<file path="src/rtl/f_fetch_ctrl_pkg.sv">
// Shared definitions for the P5 F-stage fetch controller: state encodings,
// default boot address and instruction size.
package f_fetch_ctrl_pkg;

  typedef enum logic [1:0] {
    F_BOOT   = 2'd0,
    F_RUN    = 2'd1,
    F_DRAIN  = 2'd2,
    F_HALTED = 2'd3
  } f_state_e;

  localparam logic [31:0] F_RESET_PC  = 32'h0000_3000;
  localparam int unsigned INSTR_BYTES = 4;

endpackage

</file>
<file path="src/rtl/f_npc_sel.sv">
// Next-PC mux for the F stage: a halt holds the current PC, a redirect
// takes the word-aligned target, otherwise fetch falls through sequentially.
module f_npc_sel
  import f_fetch_ctrl_pkg::*;
(
  input  logic [31:0] pc_i,
  input  logic        halt_req_i,
  input  logic        br_taken_i,
  input  logic [31:0] br_target_i,
  output logic [31:0] npc_o
);

  logic [1:0] unused_tgt_lo;
  assign unused_tgt_lo = br_target_i[1:0];

  always_comb begin
    npc_o = pc_i + 32'(INSTR_BYTES);
    if (halt_req_i)      npc_o = pc_i;
    else if (br_taken_i) npc_o = {br_target_i[31:2], 2'b00};
  end

endmodule

</file>
<file path="src/rtl/f_fetch_ctrl.sv">
// F-stage sequencer: boot, run, post-halt drain and halted states, PC/F-D
// control and a saturating fetch counter. Define FETCH_NO_DELAY_SLOT_EN to
// squash the delay-slot instruction behind a taken redirect.
module f_fetch_ctrl
  import f_fetch_ctrl_pkg::*;
#(
  parameter logic [31:0] RESET_PC     = F_RESET_PC,
  parameter int unsigned DRAIN_CYCLES = 4,
  parameter int unsigned CNT_W        = 32
) (
  input  logic             clk_i,
  input  logic             reset_n_i,
  input  logic [31:0]      pc_i,
  input  logic             stall_i,
  input  logic             br_taken_i,
  input  logic [31:0]      br_target_i,
  input  logic             halt_req_i,
  output logic             pc_we_o,
  output logic [31:0]      nPc_o,
  output logic             halt_o,
  output logic             fd_en_o,
  output logic             fd_clr_o,
  output logic             done_o,
  output logic [CNT_W-1:0] fetch_count_o,
  output logic [1:0]       state_o
);

  localparam int unsigned DW = (DRAIN_CYCLES > 1) ? $clog2(DRAIN_CYCLES) : 1;

  f_state_e         state_q, state_d, st_eff;
  logic [DW-1:0]    cnt_q, cnt_d;
  logic             done_q, done_d;
  logic [CNT_W-1:0] fcnt_q, fcnt_d;
  logic [31:0]      sel_npc;
  logic             redirect_sq;

  f_npc_sel u_npc_sel (
    .pc_i        (pc_i),
    .halt_req_i  (halt_req_i),
    .br_taken_i  (br_taken_i),
    .br_target_i (br_target_i),
    .npc_o       (sel_npc)
  );

  // While reset is held the outputs already present the boot values.
  assign st_eff = reset_n_i ? state_q : F_BOOT;

  always_comb begin
    state_d     = state_q;
    cnt_d       = cnt_q;
    fcnt_d      = fcnt_q;
    pc_we_o     = 1'b0;
    nPc_o       = pc_i;
    halt_o      = 1'b1;
    fd_en_o     = 1'b1;
    fd_clr_o    = 1'b1;
    redirect_sq = 1'b0;
`ifdef FETCH_NO_DELAY_SLOT_EN
    redirect_sq = br_taken_i & ~halt_req_i;
`endif
    unique case (st_eff)
      F_BOOT: begin
        pc_we_o = 1'b1;
        nPc_o   = RESET_PC;
        halt_o  = 1'b0;
        state_d = F_RUN;
      end
      F_RUN: begin
        nPc_o    = sel_npc;
        halt_o   = 1'b0;
        fd_en_o  = ~stall_i;
        pc_we_o  = ~stall_i & ~halt_req_i;
        fd_clr_o = ~stall_i & (halt_req_i | redirect_sq);
        if (!stall_i) begin
          if (halt_req_i) begin
            state_d = F_DRAIN;
            cnt_d   = DW'(DRAIN_CYCLES - 1);
          end else if (!redirect_sq && fcnt_q != '1) begin
            fcnt_d = fcnt_q + CNT_W'(1);
          end
        end
      end
      F_DRAIN: begin
        if (cnt_q == '0) state_d = F_HALTED;
        else             cnt_d   = cnt_q - DW'(1);
      end
      default: ;
    endcase
    done_d = (state_d == F_HALTED);
  end

  always_ff @(posedge clk_i) begin
    if (!reset_n_i) begin
      state_q <= F_BOOT;
      cnt_q   <= '0;
      done_q  <= 1'b0;
      fcnt_q  <= '0;
    end else begin
      state_q <= state_d;
      cnt_q   <= cnt_d;
      done_q  <= done_d;
      fcnt_q  <= fcnt_d;
    end
  end

  assign done_o        = done_q;
  assign fetch_count_o = fcnt_q;
  assign state_o       = state_q;

endmodule

</file>
<file path="config.mk">
export PLATFORM = sky130hd
export DESIGN_NAME = f_fetch_ctrl
export DESIGN_NICKNAME = d
export VERILOG_FILES = /design/src/rtl/f_fetch_ctrl_pkg.sv /design/src/rtl/f_npc_sel.sv /design/src/rtl/f_fetch_ctrl.sv
export SDC_FILE = /design/constraint.sdc
export NUM_CORES = 1
export LEC_CHECK = 0
export BUFFER_PORTS_ARGS = -buffer_cell sky130_fd_sc_hd__buf_2
export CORE_MARGIN = 2
export CORE_UTILIZATION = 52
export CTS_CLUSTER_DIAMETER = 50
export DETAILED_ROUTE_END_ITERATION = 10
export GPL_TIMING_DRIVEN = 0
export PLACE_DENSITY = 0.86
export SLEW_MARGIN = 15
export SYNTH_ARGS = -nofsm -noshare
export SYNTH_HDL_FRONTEND = slang
export SYNTH_SLANG_ARGS = --single-unit
</file>
<file path="constraint.sdc">
create_clock -name clk_i -period 3.8 [get_ports clk_i]
set_input_delay 0.38 -clock clk_i [delete_from_list [all_inputs] [get_ports clk_i]]
set_output_delay 0.38 -clock clk_i [all_outputs]
set_load 0.05 [all_outputs]
</file>
After elaboration in Yosys (flattened, before gate mapping)
Cells that the tools add are included.
Storage, ports and cells
  register bits: 37
  input port bits: 69
  output and inout port bits: 71
Operators by class
  $add $sub $neg: 3
  equality and inequality tests: 7
  multiplexer cells: 16
  bitwise gates (word level): 4
  reduce and logical (&&, ||, !) cells: 6
Operator list (count)
  32-bit 2-to-1 mux: 2
  32-bit one-hot mux with 2 select lines: 1
  32-bit by 1-bit adder with 32-bit output (second input constant): 1
  32-bit by 3-bit adder with 32-bit output (second input constant): 1
  32-bit inequality test (second input constant): 1
  2-bit 2-to-1 mux: 7
  4-bit AND reduction: 2
  2-bit inequality test (second input constant): 3
  2-bit one-hot mux with 3 select lines: 1
  2-bit equality test (second input constant): 2
  2-bit logical NOT: 2
  2-bit one-hot mux with 2 select lines: 1
  1-bit 2-to-1 mux: 3
  1-bit AND: 2
  2-bit by 1-bit equality test with 1-bit output (second input constant): 1
  1-bit inverter: 2
  1-bit one-hot mux with 2 select lines: 1
  2-bit nonzero test: 1
  2-bit OR reduction: 1
  2-bit by 1-bit subtractor with 2-bit output (second input constant): 1

Depth between registers and ports, before layout
Gate-level depths: netlist (run 1).
  word-level depth: 4
  mapped depth: 7
  mapped depth without buffers: 7

By module
A second synthesis (run 1) with hierarchy kept.
Unflattened totals
  cell total of the unflattened synthesis: 498
  area total of the unflattened synthesis: 3574.7 um^2
Modules (own cells, without submodules)
  f_fetch_ctrl: times used 1, cells an instance 285, area each 2316.0 um^2
  f_npc_sel: times used 1, cells an instance 213, area each 1258.7 um^2

Worst setup path after synthesis (run 1)
Ideal clock, no wire load.
  path kind: input-to-output
  start: input pc_i[2]
  end: output nPc_o[28]
  data arrival time: 2.636 ns
  data required time: 3.420 ns
  path slack: 0.784 ns
  cell stages on the path: 7
  cells stage by stage: ha_1 and4_1 buf_6 nand3_4 or3_4 or4_4 a221oi_2
Between the ends
  longest elaborated chain between the ends: 4
Ends and longest elaborated chain
  start, declared: line f_fetch_ctrl.sv:13  | input logic [31:0] pc_i,
  32-bit by 3-bit adder with 32-bit output: line f_npc_sel.sv:17  | npc_o = pc_i + 32'(INSTR_BYTES);
  32-bit 2-to-1 mux: line f_npc_sel.sv:19  | else if (br_taken_i) npc_o = {br_target_i[31:2], 2'b00};
  32-bit 2-to-1 mux: line f_npc_sel.sv:18  | if (halt_req_i) npc_o = pc_i;
  32-bit one-hot mux with 2 select lines: line f_fetch_ctrl.sv:61  | unique case (st_eff)
  end, declared: line f_fetch_ctrl.sv:19  | output logic [31:0] nPc_o,
No other way between the ends.

Final worst setup path (run 1)
Ends and elaborated chain as after synthesis.

==> metrics.cfg, run 1 <==
[run_status]
outcome = finished, final reports clean

[clock_tree]
post_cts.repair.setup_buffers = 0
cts_buffers = 5
clk_path_buf_depth = 2
cts_sinks = 37
clkSlewWorstSetupHoldPaths_ns = 0.07
number_of_h_tree_levels = 2
root_buffer = sky130_fd_sc_hd__clkbuf_8
postCtsHoldBufs = 0
cts_resized = 0
cts_tree = yes
worstSkewPairLatency_ns = 0.29

[synthesis]
synth_area_leaders = sky130_fd_sc_hd__dfxtp_1, sky130_fd_sc_hd__o21ai_0, sky130_fd_sc_hd__a21oi_1
syn_avg_cell_area_sq_um = 7.02
synth_seq_area_share_pct = 23.0
synthDistinctLibCells = 65
syn_area_sq_um = 3220
synth_top_family_by_area = simple AND/OR/NAND/NOR gates
synth_top_area_cell = sky130_fd_sc_hd__dfxtp_1
complex_gate_fraction_of_the_synthesized_area_pct = 31.0
synth_fa_ha_area_share_pct = 1.17
post_synth_mux_area_share_pct = 2.53
share_of_yosys_cell_area_claimed_by_the_top_area_cell_type_pct = 23.0
synth_simple_gate_area_share_pct = 35.9
postSynthNetCount = 530
yosys_register_bits = 37
instance_count_of_the_mapped_netlist = 458
postSynth.topFlopCell = sky130_fd_sc_hd__dfxtp_1
synthArstFlopShare_pct = 0
synth_enable_flop_cells = 0
synth.yosys.warnings = 0
synth-xor-area-share_pct = 0.817

[timing]
rsz_0062_raised_after_global_routing = false
final_setup_violation_count = 0
fin_crit_sh_pct = 82.2
maxSlewHeadroom_pct = 46.6
setup_tns_ns = 0
finalWorstSetupSlack_ns = 0.676
final_hold_viol_count = 0
max_clock_freq_ghz = 0.320
final_slew_viol_count = 0
fin_worst_skew_ns = 0.00711
worst-slew-pin-transition_ns = 0.793
finalCriticalPeriod_ns = 3.12

[setup_path]
crit_fanout = 10
timing.critical_path.from_type = input port
criticalPathCategory = in2out
timing.critical_path.required_ns = 3.42
worstPathArrival_ns = 2.74
setup.worst_path.end_class = output pin

[layout]
final_layout_size_suffix_gt1_share_pct = 27.6
fin_nets = 673
antenna_cells_inserted = 0
syn_to_final_growth_pct = 26.7
finish.cell_count_without_fillers = 677

[floorplan]
die_w_um = 82.6
dieArea_sq_um = 6830
core.rowCount = 28
fp.coreArea_sq_um = 5960
io-pin-count = 140
chipHeight_um = 82.6
floorplan.initialDensity_pct = 54.0

[power]
power_share_of_the_combinational_group_pct = 30.6
internal-power_mw = 0.603
clock_power_share_pct = 27.7
p_leak_nw = 1.65
power.density_cell_area_nw_per_um2 = 233
net-switching-power_mw = 0.347
worst_ir_drop_vdd_uv = 258
total_power_mw = 0.951
power_frac_seq_pct = 41.7
swShare_pct = 36.5

[global_route]
track_usage_pct = 31.9
global_route.overflow_total = 0
grt_pass1_vias = 3809
grt_pass1_wl_um = 17200
antenna_found_initial = 0
maximum_number_of_pins_on_one_net_before_global_route_repair = 12

[placement]
port_buffers = 136
dp_hpwl_um = 8460
placedCellCount = 669
place.gp.congestion = 0.914
place_ws_ns = 0.702

[routing]
routed_wirelength_normalized_by_instance_count_um = 16.4
average_vias_per_placed_instance = 6.50
antenna_violating_nets_post_route = 0
drc_marker_count_from_the_first_detailed_route_iteration = 387
drc = 0
detailedRoute.firstPassIterationCount = 5
vias = 4401
routed_wirelength_um = 11100

[run]
max-cap-violations = 0

[worst_hold_path]
timing.hold.worst.class = reg2reg

## metrics by stage
step	util, %	instance area, sq um	hold WS [ns]
CTS	68.4	4070	0.496
detailed placement	67.0	3990	0.486
finish	68.4	4070	0.494
floorplan	-	3220	0.506
global placement	67.0	3990	0.465
global route	68.4	4070	0.517
## cells in the final DEF, fill, tap and decap left out, drive strengths merged, types with 4 or more instances in the layout
cell type / instances
dfxtp: 37
o311ai: 6
buf: 143
mux2i: 7
nand3: 28
a21oi: 40
nor3: 14
o31ai: 12
or4: 12
nor4: 12
a22oi: 11
inv: 16
and2: 4
and4: 7
a21o: 4
a31oi: 6
nor2: 32
clkbuf: 23
and3: 5
o21ai: 48
nand2: 48
nand2b: 6
nand4: 15
o211ai: 7
or3: 18
## state kept, by name, summed over array words and instances (netlist names)
register       flops
state_o            2
fetch_count_o     32
cnt_q              2
done_o             1
## final timing paths
path,from,endpoint,slack (ns),cells past startpoint
hold / removal,fetch_count_o[30]$_SDFFE_PN0P_,fetch_count_o[30]$_SDFFE_PN0P_,0.49,2
setup / recovery,pc_i[2],nPc_o[28],0.68,9
hold reg to reg,fetch_count_o[30]$_SDFFE_PN0P_,fetch_count_o[30]$_SDFFE_PN0P_,0.49,2
setup reg to reg,fetch_count_o[0]$_SDFFE_PN0P_,fetch_count_o[31]$_SDFFE_PN0P_,1.34,7
## metal layers
layer	up-vias	global-route usage (%)	wire (um)
li1	2057	-	-
met1	2018	36.3	4230
met2	283	57.7	5410
met3	43	5.87	1120
met4	0	14.3	365
met5	-	0	0
## synth_stat cells, types with 3 or more instances
master,n
sky130_fd_sc_hd__nand2_1,48
sky130_fd_sc_hd__o21ai_0,48
sky130_fd_sc_hd__a21oi_1,40
sky130_fd_sc_hd__dfxtp_1,37
sky130_fd_sc_hd__nor2_1,32
sky130_fd_sc_hd__nand3_1,27
sky130_fd_sc_hd__clkbuf_1,17
sky130_fd_sc_hd__or3_1,17
sky130_fd_sc_hd__inv_1,16
sky130_fd_sc_hd__nand4_1,15
sky130_fd_sc_hd__nor3_1,12
sky130_fd_sc_hd__nor4_1,12
sky130_fd_sc_hd__a22oi_1,11
sky130_fd_sc_hd__o31ai_1,11
sky130_fd_sc_hd__or4_1,11
sky130_fd_sc_hd__mux2i_1,7
sky130_fd_sc_hd__o211ai_1,7
sky130_fd_sc_hd__a31oi_1,6
sky130_fd_sc_hd__nand2b_1,6
sky130_fd_sc_hd__and4_1,5
sky130_fd_sc_hd__o311ai_0,5
sky130_fd_sc_hd__a21o_1,4
sky130_fd_sc_hd__and2_1,4
sky130_fd_sc_hd__and3_1,3
sky130_fd_sc_hd__ha_1,3
## power groups by stage
| stage | clock network, mW | logic (mW) | registers, mW |
|---|---|---|---|
| floorplan | 0 | 0.179 | 0.412 |
| global placement | 0 | 0.282 | 0.405 |
| detailed placement | 0 | 0.286 | 0.405 |
| CTS | 0.270 | 0.287 | 0.396 |
| global route | 0.285 | 0.313 | 0.397 |
| finish | 0.264 | 0.291 | 0.396 |
## critical path, stage by stage
cell and delay (ns):
sky130_fd_sc_hd__buf_2 0.15, sky130_fd_sc_hd__ha_1 0.23, sky130_fd_sc_hd__and4_1 0.22, sky130_fd_sc_hd__buf_6 0.15
sky130_fd_sc_hd__nand3_4 0.09, sky130_fd_sc_hd__or3_4 0.42, sky130_fd_sc_hd__or4_4 0.53, sky130_fd_sc_hd__a221oi_2 0.25
sky130_fd_sc_hd__buf_2 0.32
## cells by family (layout without fill, tap and decap cells)
kind of cell,count (synthesis),in the layout
flops,37,37
mux,8,8
buf+inv,41,185
compound gates,156,156
xor+xnor,3,3
simple gates,210,210
fa+ha+maj,3,3
## cell type report
class	count	area [sq um]
buffer	24	115
sequential	37	741
tap	75	93.8
clock buffer	6	72.6
multi-input combinational	380	2300
inverter	17	63.8
fill	559	1880
clock inverter	2	10.0
timing repair buffer	136	681
Power figures use the tool's default switching activity.
==> run 2, diff against run 1 <==
Settings changed: CORE_UTILIZATION 52 to 44, PLACE_DENSITY 0.86 to 0.77.
Clock period 3.8 ns to 2.6 ns, I/O delays scaled along.
==> run 2 against run 1 <==
  * Hold slack got worse by 0.10 ns
  * Combinational power grew 54%
  * Worst setup slack got worse by 0.59 ns
  * Global-route usage decreased by 4.4 points
  * Core utilization fell by 9.3 points
  * Die area is 17% higher
  * Via count down 1.3%
  * Power increased by 47%
  * Wire length grew 4.8%
  * Clock power rose by 39%
  * Non-clock buffer count rose by 1
  * Count of clock-buffer cells in the layout shrank 1
  * Critical path type is now reg2out
  * Largest power group unchanged
==> metrics.cfg, run 2 (same netlist as run 1, synthesis figures left out) <==
[layout]
final_layout_size_suffix_gt1_share_pct = 31.3
post-route-cell-area_sq_um = 4240
fin_nets = 674
final_cell_mix = sky130_fd_sc_hd__buf_2, sky130_fd_sc_hd__nand2_1, sky130_fd_sc_hd__o21ai_0
mostFrequentLayoutCell = sky130_fd_sc_hd__buf_2
fillerInstances = 706
syn_to_final_growth_pct = 31.9
largest_register_ff_count = 32
antenna_cells_inserted = 0

[placement]
port_buffers = 136
placed_cell_area_sq_um = 4040
dp_hpwl_um = 8710
place_ws_ns = -0.323
place.gp.congestion = 0.946

[setup_path]
reg2reg_slack_ns = 0.21
setup.worst_path.end_class = output pin
worstPathArrival_ns = 2.26
timing.critical_path.from_type = register
criticalPathCategory = reg2out
crit_fanout = 9
timing.critical_path.required_ns = 2.34

[floorplan]
die_w_um = 89.5
dieArea_sq_um = 8010
chipHeight_um = 89.5
core.rowCount = 31
fp.coreArea_sq_um = 7180
floorplan.initialDensity_pct = 44.8
io-pin-count = 140

[power]
clock_power_share_pct = 26.4
power_share_of_the_combinational_group_pct = 32.2
power.density_cell_area_nw_per_um2 = 329
power_frac_seq_pct = 41.5
p_leak_nw = 1.70
internal-power_mw = 0.884
swShare_pct = 36.7
net-switching-power_mw = 0.513
worst_ir_drop_vdd_uv = 288

[clock_tree]
cts_buffers = 5
cts_sinks = 37
cts_tree = yes
number_of_h_tree_levels = 2
clkSlewWorstSetupHoldPaths_ns = 0.07
postCtsHoldBufs = 0
clk_path_buf_depth = 2
worstSkewPairLatency_ns = 0.29
root_buffer = sky130_fd_sc_hd__clkbuf_8

[timing]
fin_crit_sh_pct = 96.7
finalCriticalPeriod_ns = 2.52
finalWorstSetupSlack_ns = 0.0846
maxSlewHeadroom_pct = 43.9
worst-slew-pin-transition_ns = 0.833
finalHoldWorstSlack_ns = 0.394
max_clock_freq_ghz = 0.398
fin_worst_skew_ns = 0.00711
final_hold_viol_count = 0
final_slew_viol_count = 0
final_setup_violation_count = 0

[worst_hold_path]
timing.hold.worst.class = in2reg

[routing]
average_vias_per_placed_instance = 6.20
routed_wirelength_normalized_by_instance_count_um = 16.7
drc_marker_count_from_the_first_detailed_route_iteration = 264
detailedRoute.firstPassIterationCount = 5
routed_wirelength_um = 11700
vias = 4343
antenna_violating_nets_post_route = 0
drc = 0

[global_route]
maximum_number_of_pins_on_one_net_before_global_route_repair = 11
grt_pass1_wl_um = 17500
grt_pass1_vias = 3795
track_usage_pct = 27.5
global_route.overflow_total = 0
antenna_found_initial = 0

[run_status]
outcome = finished, final reports clean

[run]
max-cap-violations = 0

==> run 2: cell types whose count changed in the layout (fill, tap and decap cells not counted), moves of 4 or more <==
cell / change
sky130_fd_sc_hd__clkbuf_1: -6
sky130_fd_sc_hd__buf_2: -8
sky130_fd_sc_hd__clkbuf_4: +6
sky130_fd_sc_hd__o21ai_0: -6
sky130_fd_sc_hd__o21ai_1: +4
sky130_fd_sc_hd__buf_4: +5
==> run 2: critical path: stages (launching register included) <==
cell and delay (ns):
sky130_fd_sc_hd__dfxtp_1 0.38, sky130_fd_sc_hd__nand4bb_2 0.34, sky130_fd_sc_hd__nand2b_4 0.23, sky130_fd_sc_hd__or4_4 0.52, sky130_fd_sc_hd__a221oi_4 0.29, sky130_fd_sc_hd__buf_6 0.20
==> run 2: final cells by class <==
cell class	instances	area (sq um)	area share (%)
inverter	17	67.6	1.59
sequential	37	742	17.5
tap	99	124	2.92
timing repair buffer	138	722	17.0
clock inverter	1	5.00	0.118
buffer	23	119	2.80
multi-input combinational	380	2390	56.4
clock buffer	5	68.8	1.62
==> run 2: what timing repair did <==
| item | 4_1_cts | 5_1_grt |
|---|---|---|
| gates resized for setup | 18 | 19 |
| buffers inserted | 1 | 1 |
| endpoints found under the setup margin | 19 | 25 |
| hold endpoints to repair | 0 | 0 |
| pin swaps | 2 | 3 |
==> run 2: power by group through the flow <==
stage	sequential (mW)	clock [mW]	combinational [mW]
after floorplan	0.602	0	0.267
after global placement	0.592	0	0.424
after detailed placement	0.592	0	0.429
after CTS	0.579	0.378	0.438
after global routing	0.580	0.397	0.479
final	0.580	0.368	0.449
==> run 2: routing by layer <==
metal / part of all wire, % / GRT usage [%] / up-vias / wire [um]
met2: 48 / 46.5 / 270 / 5540
met3: 9.8 / 4.99 / 36 / 1150
met4: 2.5 / 11.8 / 0 / 293
met5: 0 / 0 / - / 0
met1: 40 / 34.2 / 1981 / 4680
li1: - / - / 2056 / -
==> run 2: path summary, 6_finish.rpt <==
kind                                   from                              to  depth (start not counted)
max                   state_o[1]$_SDFF_PN0_                       nPc_o[28]                          5
min                                 stall_i  fetch_count_o[11]$_SDFFE_PN0P_                          4
max reg2reg  fetch_count_o[12]$_SDFFE_PN0P_  fetch_count_o[28]$_SDFFE_PN0P_                          7
min reg2reg  fetch_count_o[30]$_SDFFE_PN0P_  fetch_count_o[30]$_SDFFE_PN0P_                          2
==> run 2: metrics by stage <==
step	instances	total power [mW]	TNS [ns]	util [%]
5_1_grt	700	1.46	-0.00356	59.1
3_3_place_gp	693	1.02	-1.34	56.4
2_1_floorplan	458	0.868	-0.495	-
4_1_cts	699	1.39	0	58.2
6_report	700	1.40	0	59.1
3_5_place_dp	693	1.02	-1.68	56.4
